<file path="src/rtl/intc_controller.sv">
// intc_controller: fixed-priority interrupt controller.
// Latches peripheral requests into PENDING, qualifies them with MASK and the
// CPU global enable, and hands the lowest-index eligible source to the CPU via
// a request / acknowledge / end-of-interrupt handshake.
//
// Handshake: int_req is a registered request that stays high while a winner
// exists. The CPU accepts it with a one-cycle int_ack; int_vec then freezes
// on the accepted source until the CPU returns with a one-cycle int_eoi.
// int_ack outside REQ and int_eoi outside SERVICE are ignored.
//
// Build option INTC_EDGE_DETECT_EN: when defined, a source event is a rising
// edge of its pin. Otherwise pins are level-sensitive and a high pin re-sets
// its pending bit every cycle.
//
// Register map (reg_addr):
//   0 MASK    r/w  bit=1 enables the source
//   1 PENDING r/w1c (a new event in the same cycle beats the clear)
//   2 VECTOR  ro   {28'b0, in_service, int_vec}
//   3 STATUS  ro   {29'b0, state[1:0], int_req}
module intc_controller #(
  parameter int NSRC = 4
) (
  input  logic            clk,
  input  logic            clrn,
  input  logic [NSRC-1:0] irq_in,
  input  logic            global_int_en,
  output logic            int_req,
  output logic [2:0]      int_vec,
  input  logic            int_ack,
  input  logic            int_eoi,
  input  logic            reg_we,
  input  logic [1:0]      reg_addr,
  input  logic [31:0]     reg_wdata,
  output logic [31:0]     reg_rdata
);

  typedef enum logic [1:0] {
    ST_IDLE    = 2'd0,
    ST_REQ     = 2'd1,
    ST_SERVICE = 2'd2
  } state_t;

  state_t          state;
  logic            in_service;
  logic [NSRC-1:0] mask;
  logic [NSRC-1:0] pending;
  logic [NSRC-1:0] src_event;
  logic [NSRC-1:0] eligible;
  logic [NSRC-1:0] winner_oh;
  logic [NSRC-1:0] w1c;
  logic [NSRC-1:0] ack_clr;
  logic [2:0]      winner;
  logic            has_winner;
  logic            ack_take;
  logic            unused_wdata;

  // Upper write-data bits have no storage behind them.
  assign unused_wdata = ^reg_wdata[31:NSRC];

`ifdef INTC_EDGE_DETECT_EN
  logic [NSRC-1:0] irq_prev;

  // Edge history: previous pin levels, cleared so a pin high at reset release
  // counts as an event in the first cycle.
  always_ff @(posedge clk or negedge clrn) begin
    if (!clrn) irq_prev <= '0;
    else       irq_prev <= irq_in;
  end

  assign src_event = irq_in & ~irq_prev;
`else
  assign src_event = irq_in;
`endif

  assign eligible   = global_int_en ? (pending & mask) : '0;
  assign has_winner = |eligible;

  // Fixed priority: scan from the top so the lowest eligible index wins.
  always_comb begin
    winner    = '0;
    winner_oh = '0;
    for (int i = NSRC - 1; i >= 0; i--) begin
      if (eligible[i]) begin
        winner       = 3'(i);
        winner_oh    = '0;
        winner_oh[i] = 1'b1;
      end
    end
  end

  assign w1c      = (reg_we && reg_addr == 2'd1) ? reg_wdata[NSRC-1:0] : '0;
  assign ack_take = (state == ST_REQ) && int_ack && has_winner;
  assign ack_clr  = ack_take ? winner_oh : '0;

  // Mask register: plain read/write.
  always_ff @(posedge clk or negedge clrn) begin
    if (!clrn)                         mask <= '0;
    else if (reg_we && reg_addr == 2'd0) mask <= reg_wdata[NSRC-1:0];
  end

  // Pending register: clears (W1C, acknowledge) first, then new events on top
  // so a simultaneous set wins. Masked sources still latch.
  always_ff @(posedge clk or negedge clrn) begin
    if (!clrn) pending <= '0;
    else       pending <= (pending & ~(w1c | ack_clr)) | src_event;
  end

  // Handshake FSM with registered int_req / int_vec / in_service.
  always_ff @(posedge clk or negedge clrn) begin
    if (!clrn) begin
      state      <= ST_IDLE;
      int_req    <= 1'b0;
      int_vec    <= 3'd0;
      in_service <= 1'b0;
    end else begin
      case (state)
        ST_IDLE: begin
          if (has_winner) begin
            state   <= ST_REQ;
            int_req <= 1'b1;
            int_vec <= winner;
          end
        end
        ST_REQ: begin
          if (!has_winner) begin
            state   <= ST_IDLE;
            int_req <= 1'b0;
          end else if (int_ack) begin
            state      <= ST_SERVICE;
            int_req    <= 1'b0;
            int_vec    <= winner;
            in_service <= 1'b1;
          end else begin
            int_vec <= winner;
          end
        end
        ST_SERVICE: begin
          if (int_eoi) begin
            state      <= ST_IDLE;
            in_service <= 1'b0;
          end
        end
        default: begin
          state      <= ST_IDLE;
          int_req    <= 1'b0;
          in_service <= 1'b0;
        end
      endcase
    end
  end

  // Register read mux; unused upper bits read as zero.
  always_comb begin
    reg_rdata = '0;
    case (reg_addr)
      2'd0:    reg_rdata[NSRC-1:0] = mask;
      2'd1:    reg_rdata[NSRC-1:0] = pending;
      2'd2:    reg_rdata[3:0]      = {in_service, int_vec};
      default: reg_rdata[2:0]      = {state, int_req};
    endcase
  end

endmodule
</file>
<file path="config.mk">
export PLATFORM = sky130hd
export DESIGN_NAME = intc_controller
export DESIGN_NICKNAME = d
export VERILOG_FILES = /design/src/rtl/intc_controller.sv
export SDC_FILE = /design/constraint.sdc
export NUM_CORES = 1
export LEC_CHECK = 0
export ABC_AREA = 1
export CORE_MARGIN = 2
export CORE_UTILIZATION = 30
export DETAILED_ROUTE_END_ITERATION = 10
export PLACE_DENSITY_LB_ADDON = 0.3
export SLEW_MARGIN = 15
export SYNTH_ARGS = -nofsm -noshare
export SYNTH_HDL_FRONTEND = slang
export SYNTH_SLANG_ARGS = --single-unit
</file>
<file path="constraint.sdc">
create_clock -name clk -period 1.1 [get_ports clk]
set_input_delay 0.22 -clock clk [delete_from_list [all_inputs] [get_ports clk]]
set_output_delay 0.22 -clock clk [all_outputs]
set_load 0.01 [all_outputs]
</file>
==> results of run 1 <==
## worst max-delay path: cells and delay by family (launching register included)
| family | cells | cell delay (ns) |
|---|---|---|
| flops | 1 | 0.39 |
| buf+inv | 2 | 0.26 |
| compound gates | 1 | 0.13 |
| simple gates | 1 | 0.03 |
## metal layers
metal  global-route usage  vias up  routed length [um]
met5                    0        -                   0
met2                0.247       35                1430
met4               0.0417        0                  29
met3               0.0180        4                 130
met1                0.151      457                1030
li1                     -      499                   -
## cells in the mapped netlist (all sizes together) (2+ instances only)
cell    instances
o21bai          2
inv            17
dfrtp          14
buf            29
nor2            9
o21ai           9
nand3          10
nand2          33
## layout make-up
| type | count | area, um2 | share of cell area |
|---|---|---|---|
| Timing Repair Buffer | 58 | 549 | 0.311 |
| Clock buffer | 4 | 36.3 | 0.0206 |
| Tap cell | 46 | 57.6 | 0.0326 |
| Sequential cell | 14 | 350 | 0.199 |
| Multi-Input combinational cell | 103 | 697 | 0.395 |
| Inverter | 17 | 73.8 | 0.0418 |
## worst max-delay path by stage
stage	from	end	slack [ns]	cells after the start
global placement	reg_addr[1]	reg_rdata[2]	-0.91	4
detailed placement	reg_addr[1]	reg_rdata[2]	-0.91	4
floorplan	mask[0]	int_req	0.04	6
finish	int_req	reg_rdata[0]	-0.20	4
global route	state[1]	reg_rdata[2]	-0.24	3
CTS	int_req	reg_rdata[0]	-0.20	4
## logic make-up (layout without fill, tap and decap cells)
family                 count (synthesis)  after routing  share of synthesized area
and+or+nand+nor                       55             55                      0.253
AOI/OAI and AO/OA                     18             18                      0.114
other                                  1             29                    0.00367
muxes                                  1              1                     0.0110
DFF                                   14             14                      0.343
buffers and inverters                 46             79                      0.275
## power groups by stage
| stage | Sequential (mW) | Clock [mW] | Combinational (mW) |
|---|---|---|---|
| global route | 0.771 | 0.408 | 1.82 |
| finish | 0.760 | 0.380 | 1.67 |
| detailed placement | 0.742 | 0 | 1.08 |
| CTS | 0.748 | 0.391 | 1.40 |
| global placement | 0.744 | 0 | 1.07 |
| floorplan | 0.780 | 0 | 0.484 |
## cell usage in the layout, fill, tap and decap left out
cell type and count:
nor2_4 3, nor3b_4 1, inv_2 4, nand2_4 6
clkdlybuf4s15_2 2, o211ai_1 1, nor2_1 2, nor2_2 4
nand2_1 22, mux2_2 1, conb_1 29, o2111ai_2 1
a21oi_2 1, o21ai_0 4, o21a_1 1, o31ai_2 1
nor3_4 1, dlygate4sd2_1 1, dfrtp_1 14, inv_6 2
buf_2 3, nand4_1 1, o22ai_2 1, nand3_1 1
clkdlybuf4s50_1 12, nand2_2 4, o21bai_1 2, a31oi_1 1
clkbuf_8 1, clkbuf_4 3, o21ai_1 2, nand2_8 1
o21ai_2 3, nand3_4 5, buf_6 22, inv_1 11
buf_4 18, nand3_2 4
## sequential cells by signal, indices dropped and copies added, names as in the netlist
name        cells
state           2
mask            4
pending         4
in_service      1
int_vec         2
int_req         1
## what timing repair did
action | in CTS | in global routing
setup endpoints to repair | 21 | 17
buffers inserted | 5 | 6
hold buffers | 0 | 0
pin swaps | 16 | 14
gates cloned | 0 | 0
gates resized for setup | 86 | 26
==> results.cfg, run 1 <==
[cts]
clk_latency_ns = 0.28
h-tree-depth = 1
cts_tree = yes
root_buffer = clkbuf_4
cts_made_buffers = 3
cts_sinks = 14
clock_path_buffers = 2
path_clk_slew_ns = 0.10

[die]
rows = 21
die_y_um = 62.4
die_w_um = 62.4
core_um2 = 3310
die-area_um2 = 3890
start_util = 0.309
num_io_pins = 80

[finish]
diodes = 0
design_area_um2 = 1760
utilization = 0.533
finalNonFillerCells = 242
nNetsFinal = 241
post_route_cells_drive_above_1_share = 0.469
fill_cells = 328
area_growth_pct = 72.6

[hold_path]
hold_path_class = input pin to async pin

[placed_design]
hpwlAfterDp_mm = 1.88
place_congestion = 0.785
io_buffers = 22
post-place-ws_ns = -0.908
dp_cells = 229
dpl_cell_area_um2 = 1390

[yosys]
ys_types = 26
yosys-top-cells-area = dfrtp_1 34%, buf_4 21%, nand2_1 11%
synth_area_per_cell_um2 = 7.57
synth_flop_cell = dfrtp_1
synthesis.area_um2 = 1020
yosysSeqAreaShare = 0.343
postSynth.asyncResetShare = 1.00
yosysWarningCount = 0
ys_ff_latch = 14
syn_inst = 135
netlist.area_leader.share = 0.343
synth-edff-count = 0
yosysTopAreaCell = dfrtp_1

[drt]
drt-initial-drc-count = 17
via_count = 995
wl_per_cell_um = 10.8
via_per_inst = 4.11
ant_nets = 0
drc = 0
postRouteWirelength_mm = 2.62
drtPass1Iterations = 4

[worst_setup_path]
ff2ff_setup_slack_ns = -0.10
r2r_start = pending[1]
worst-path-max-fanout = 2
setup.worst_path.start_class = flip-flop
critPathRequiredTime_ns = 0.88
crit_chain = buf_6, nor2_2, a31oi_1, buf_2
reg2reg_depth = 8
critical_path_class = flip-flop to output port
worstPathArrival_ns = 1.08
cp_slowest_cell = dfrtp_1
reg2reg_to = pending[3]
slowest_delay_ns = 0.39
cp-end-kind = output port

[grt]
overflow = 0
first_global_vias = 958
grt_usage = 0.131
grt_pass1_wl_mm = 4.03
grt_max_degree = 15
antenna_found_initial = 0

[power_and_ir_drop]
power_frac_clock = 0.135
vdd_drop_max_mv = 0.562
p_total_mw = 2.81
swShare = 0.379
leakage_nw = 0.881
pwr-share-comb = 0.595
sequentialPowerShare = 0.270
p_switching_mw = 1.07
p_int_mw = 1.75
power.density_nw_per_um2 = 1590

[timing]
hold_viol = 0
drv_slew = 0
setup_ws_ns = -0.198
hold_slack_ns = 0.234
fin_tns_setup_ns = -1.27
timing.final.crit_share = 1.18
fin_crit_ns = 1.30
skew_ns = 0.00997
setup_viol = 15
rsz0062_at_grt = yes
max_freq_mhz = 771

[run_status]
status = finished, violations left
violations = negative setup slack

[run]
cap_violations = 0
No activity file was read; power rests on OpenSTA's default activity.
==> run 2, diff against run 1 <==
--- a/config.mk
+++ b/config.mk
@@ -7,7 +7,7 @@
 export LEC_CHECK = 0
 export ABC_AREA = 1
 export CORE_MARGIN = 2
-export CORE_UTILIZATION = 30
+export CORE_UTILIZATION = 36
 export DETAILED_ROUTE_END_ITERATION = 10
 export PLACE_DENSITY_LB_ADDON = 0.3
 export SLEW_MARGIN = 15
==> constraint.sdc (replaced) <==
create_clock -name clk -period 1.5 [get_ports clk]
set_input_delay 0.3 -clock clk [delete_from_list [all_inputs] [get_ports clk]]
set_output_delay 0.3 -clock clk [all_outputs]
set_load 0.01 [all_outputs]
==> run 2 against run 1 <==
The run now ends clean; clock skew fell by 0.0077 ns; die area shrank 16%; critical path depth fell by 1; cell count decreased by 14%; non-clock buffer count down 19; wire length is 21% lower; via count shrank 11%.
==> results.cfg, run 2 (synthesis results as in run 1) <==
[die]
start_util = 0.374
num_io_pins = 80
die_w_um = 57.3
die_y_um = 57.3
die-area_um2 = 3280
rows = 19
core_um2 = 2730

[worst_setup_path]
reg2reg_depth = 9
critical_path_class = flip-flop to output port
cp-end-kind = output port
worstPathArrival_ns = 1.10
worst-path-max-fanout = 2
setup.worst_path.start_class = flip-flop
critPathRequiredTime_ns = 1.20

[drt]
via_count = 890
postRouteWirelength_mm = 2.06
via_per_inst = 4.30
drt-initial-drc-count = 8
ant_nets = 0
drtPass1Iterations = 4
wl_per_cell_um = 9.96
drc = 0

[placed_design]
io_buffers = 22
place_congestion = 0.781
dpl_cell_area_um2 = 1290
hpwlAfterDp_mm = 1.76

[finish]
fill_cells = 303
reg_top3 = mask x4, pending x4
post_route_cells_drive_above_1_share = 0.199
layout_commonest_cell = nand2_1
final_cell_mix = 30 x nand2_1, 29 x conb_1, 17 x buf_4
design_area_um2 = 1290
nNetsFinal = 222
area_growth_pct = 26.2
diodes = 0

[cts]
cts_tree = yes
cts_made_buffers = 3
clock_path_buffers = 2
h-tree-depth = 1
clk_latency_ns = 0.28
cts_sinks = 14
root_buffer = clkbuf_4
path_clk_slew_ns = 0.09

[timing]
hold_viol = 0
setup_viol = 0
hold_slack_ns = 0.324
rsz0062_at_grt = no
timing.final.crit_share = 0.935
drv_slew = 0
max_freq_mhz = 713
skew_ns = 0.00223
fin_crit_ns = 1.40

[grt]
antenna_found_initial = 0
overflow = 0
grt_pass1_wl_mm = 3.31
first_global_vias = 803
grt_usage = 0.130
grt_max_degree = 15

[run]
cap_violations = 0

[power_and_ir_drop]
leakage_nw = 0.710
vdd_drop_max_mv = 0.564
power.density_nw_per_um2 = 1080

[hold_path]
hold_path_class = input pin to async pin

[run_status]
status = finished clean
==> run 2: changes by cell type in the layout (fill, tap and decap cells not counted), moves of 3 or more <==
| cell | before | now |
|---|---|---|
| buf_6 | 22 | 0 |
| inv_1 | 11 | 15 |
| nand2_1 | 22 | 30 |
| nand2_2 | 4 | 1 |
| nand2_4 | 6 | 2 |
| nand3_1 | 1 | 10 |
| nand3_2 | 4 | 0 |
| nand3_4 | 5 | 0 |
| nor2_1 | 2 | 7 |
| nor2_2 | 4 | 0 |
==> run 2: final cells by class <==
cell class,instances,area [um2],area share
clock buffers,3,22.5,0.0175
multi-input cells,103,495,0.384
well taps,31,38.8,0.0301
inverters,17,63.8,0.0495
repair buffers,39,319,0.247
flip-flops and latches,14,350,0.272
==> run 2: final timing paths <==
path	start	to	slack, ns
min reg2reg	mask[3]	mask[3]	0.52
min	clrn	mask[3]	0.32
min in group clk	mask[3]	mask[3]	0.52
max	in_service	reg_rdata[3]	0.1
max in group asynchronous	clrn	state[0]	1.01
max reg2reg	pending[2]	int_req	0.29
==> run 2: what timing repair did <==
item                                    in CTS  in global routing
endpoints found under the setup margin       7                  3
setup buffers                                1                  0
pin swaps                                    1                  0
resized for setup                           17                  7
hold buffers                                 0                  0
==> run 2: power by group <==
group	switching [mW]	total (mW)	internal [mW]	leakage (nW)
logic	0.339	0.634	0.295	0.535
registers	0.0713	0.547	0.476	0.160
clock network	0.123	0.216	0.0931	0.0138
total	0.533	1.40	0.864	0.710
==> run 2: through the flow <==
step	setup slack (ns)	setup TNS, ns	util	cells	power (mW)
after global placement	-0.649	-3.67	0.471	203	1.23
after CTS	0.00296	0	0.479	207	1.41
after detailed placement	-0.669	-4.09	0.471	203	1.24
after floorplan	0.440	0	-	163	0.926
after global routing	0.0426	0	0.472	207	1.51
final	0.0969	0	0.472	207	1.40
==> run 2: metal layers <==
layer  part of all wire  global-route usage  vias to the layer above  routed length, um
li1                   -                   -                      451                  -
met5                  0                   0                        -                  0
met3              0.067              0.0317                        2                138
met2               0.49               0.232                       40               1000
met1               0.44               0.149                      397                906
met4             0.0063              0.0498                        0                 13
==> run 2: critical path, stage by stage (launching register included) <==
cell and delay (ns):
dfrtp_1 0.40, nand3_1 0.10, nand3_1 0.08, clkdlybuf4s15_1 0.24
==> run 3, diff against run 2 <==
--- a/config.mk
+++ b/config.mk
@@ -5,11 +5,11 @@
 export SDC_FILE = /design/constraint.sdc
 export NUM_CORES = 1
 export LEC_CHECK = 0
-export ABC_AREA = 1
-export CORE_MARGIN = 2
-export CORE_UTILIZATION = 36
+export CORE_MARGIN = 1.5
+export CORE_UTILIZATION = 35
 export DETAILED_ROUTE_END_ITERATION = 10
 export PLACE_DENSITY_LB_ADDON = 0.3
+export REMOVE_ABC_BUFFERS = 1
 export SLEW_MARGIN = 15
 export SYNTH_ARGS = -nofsm -noshare
 export SYNTH_HDL_FRONTEND = slang
==> run 3 against run 2 <==
The run now ends with negative setup slack left; synthesized area is 3.2% lower; largest cell class unchanged; wire length is 0.34% higher; cell area is 4.2% higher; sequential cell count unchanged; global-route usage up 0.54 points; register-to-register slack got worse by 0.19 ns; die area decreased by 3.8%.
==> results.cfg, run 3 <==
[drt]
drt-initial-drc-count = 20
postRouteWirelength_mm = 2.07
via_count = 817
drtPass1Iterations = 4
via_per_inst = 4.59
drc = 0
ant_nets = 0
wl_per_cell_um = 11.6

[yosys]
ys_types = 29
synthesis.area_um2 = 990
postSynth.asyncResetShare = 1.00
ys_ff_latch = 14
synth_area_per_cell_um2 = 9.80
yosysTopAreaCell = dfrtp_1
yosysSeqAreaShare = 0.354
synth_common_cells = 29 x buf_4, 14 x dfrtp_1, 8 x nand2_1
synth-edff-count = 0
synth_flop_cell = dfrtp_1
yosys-top-cells-area = dfrtp_1 35%, buf_4 22%, mux2_2 4.6%
synth.most_common_cell = buf_4
yosysWarningCount = 0
netlist.area_leader.share = 0.354
syn_inst = 101

[run_status]
violations = negative setup slack
status = finished, violations left

[timing]
setup_ws_ns = -0.106
fin_crit_ns = 1.61
hold_slack_ns = 0.332
hold_viol = 0
skew_ns = 0.00278
rsz0062_at_grt = yes
max_freq_mhz = 623
fin_tns_setup_ns = -0.183
setup_viol = 2
drv_slew = 0
timing.final.crit_share = 1.07

[worst_setup_path]
ff2ff_setup_slack_ns = 0.10
cp-end-kind = output port
critical_path_class = flip-flop to output port
worst-path-max-fanout = 4
reg2reg_to = pending[2]
worstPathArrival_ns = 1.31
r2r_start = mask[0]
reg2reg_depth = 4
setup.worst_path.start_class = flip-flop
critPathRequiredTime_ns = 1.20

[die]
die-area_um2 = 3160
start_util = 0.365
core_um2 = 2710
die_y_um = 56.2
num_io_pins = 80
rows = 19
die_w_um = 56.2

[grt]
overflow = 0
grt_max_degree = 15
grt_usage = 0.135
first_global_vias = 738
grt_pass1_wl_mm = 3.35
antenna_found_initial = 0

[finish]
reg_top3 = mask x4, pending x4
nNetsFinal = 193
final_cell_mix = 29 x conb_1, 24 x buf_4, 14 x dfrtp_1
area_growth_pct = 35.8
post_route_cells_drive_above_1_share = 0.299
design_area_um2 = 1340
diodes = 0
layout_commonest_cell = conb_1

[cts]
cts_made_buffers = 3
cts_sinks = 14
path_clk_slew_ns = 0.08
clock_path_buffers = 2
cts-hold-fix-buffers = 0
root_buffer = clkbuf_4
h-tree-depth = 1
clk_latency_ns = 0.27
cts_tree = yes

[placed_design]
dpl_cell_area_um2 = 1280
hpwlAfterDp_mm = 1.62
place_congestion = 0.765
io_buffers = 22

[power_and_ir_drop]
leakage_nw = 0.646
power.density_nw_per_um2 = 954
vdd_drop_max_mv = 0.673

[run]
cap_violations = 0

[hold_path]
hold_path_class = input pin to async pin
==> run 3: power breakdown <==
| part | internal (mW) | total, mW | switching [mW] | leakage [nW] |
|---|---|---|---|---|
| logic | 0.315 | 0.583 | 0.267 | 0.475 |
| clock network | 0.0930 | 0.201 | 0.108 | 0.0138 |
| registers | 0.454 | 0.499 | 0.0449 | 0.158 |
| total | 0.862 | 1.28 | 0.420 | 0.646 |
==> run 3: cell type report <==
| cell class | count | area (um2) |
|---|---|---|
| fill | 254 | 1370 |
| multi-input combinational | 81 | 531 |
| timing repair buffer | 46 | 390 |
| sequential | 14 | 350 |
| tap | 31 | 38.8 |
| clock buffer | 3 | 22.5 |
| inverter | 3 | 11.3 |
==> run 3: worst max-delay path, cell delays in order (launching register included) <==
cell     delay (ns)
dfrtp_1        0.42
mux4_2         0.48
buf_6          0.14
==> run 3: logic make-up (layout without fill, tap and decap cells) <==
family	after synthesis	count (layout)	synth area share
muxes	8	8	0.115
and+or+nand+nor	20	20	0.125
DFF	14	14	0.354
AOI/OAI and AO/OA	24	24	0.161
buffers and inverters	34	52	0.241
other	1	29	0.00379
==> run 3: stage by stage <==
step                       util  instances  total power, mW  setup slack [ns]
after floorplan               -         98            0.750             0.245
after detailed placement  0.474        172             1.08            -0.739
after CTS                 0.480        177             1.25            -0.130
after global routing      0.496        178             1.38            -0.160
final                     0.496        178             1.28            -0.106
after global placement    0.474        172             1.07            -0.719
==> run 3: worst max path at each step <==
stage                            from      endpoint  slack, ns  cells past startpoint
final                         mask[1]  reg_rdata[1]      -0.11                      2
after global routing          mask[1]  reg_rdata[1]      -0.16                      2
after CTS                     mask[1]  reg_rdata[1]      -0.13                      2
after detailed placement  reg_addr[0]  reg_rdata[1]      -0.74                      3
after global placement    reg_addr[0]  reg_rdata[1]      -0.72                      3
after floorplan              state[0]  reg_rdata[1]       0.24                      1
==> run 3: timing repair <==
action / 4_1_cts / 5_1_grt
buffers inserted: 2 / 1
setup endpoints to repair: 12 / 5
gates cloned: 0 / 0
resized for setup: 23 / 10
pin swaps: 0 / 1
==> run 3: routing by layer <==
layer | vias up | wire, um | global-route usage
met5 | - | 0 | 0
met4 | 0 | 28 | 0.0306
met3 | 4 | 161 | 0.0512
met2 | 46 | 1020 | 0.225
met1 | 376 | 861 | 0.166
li1 | 391 | - | -
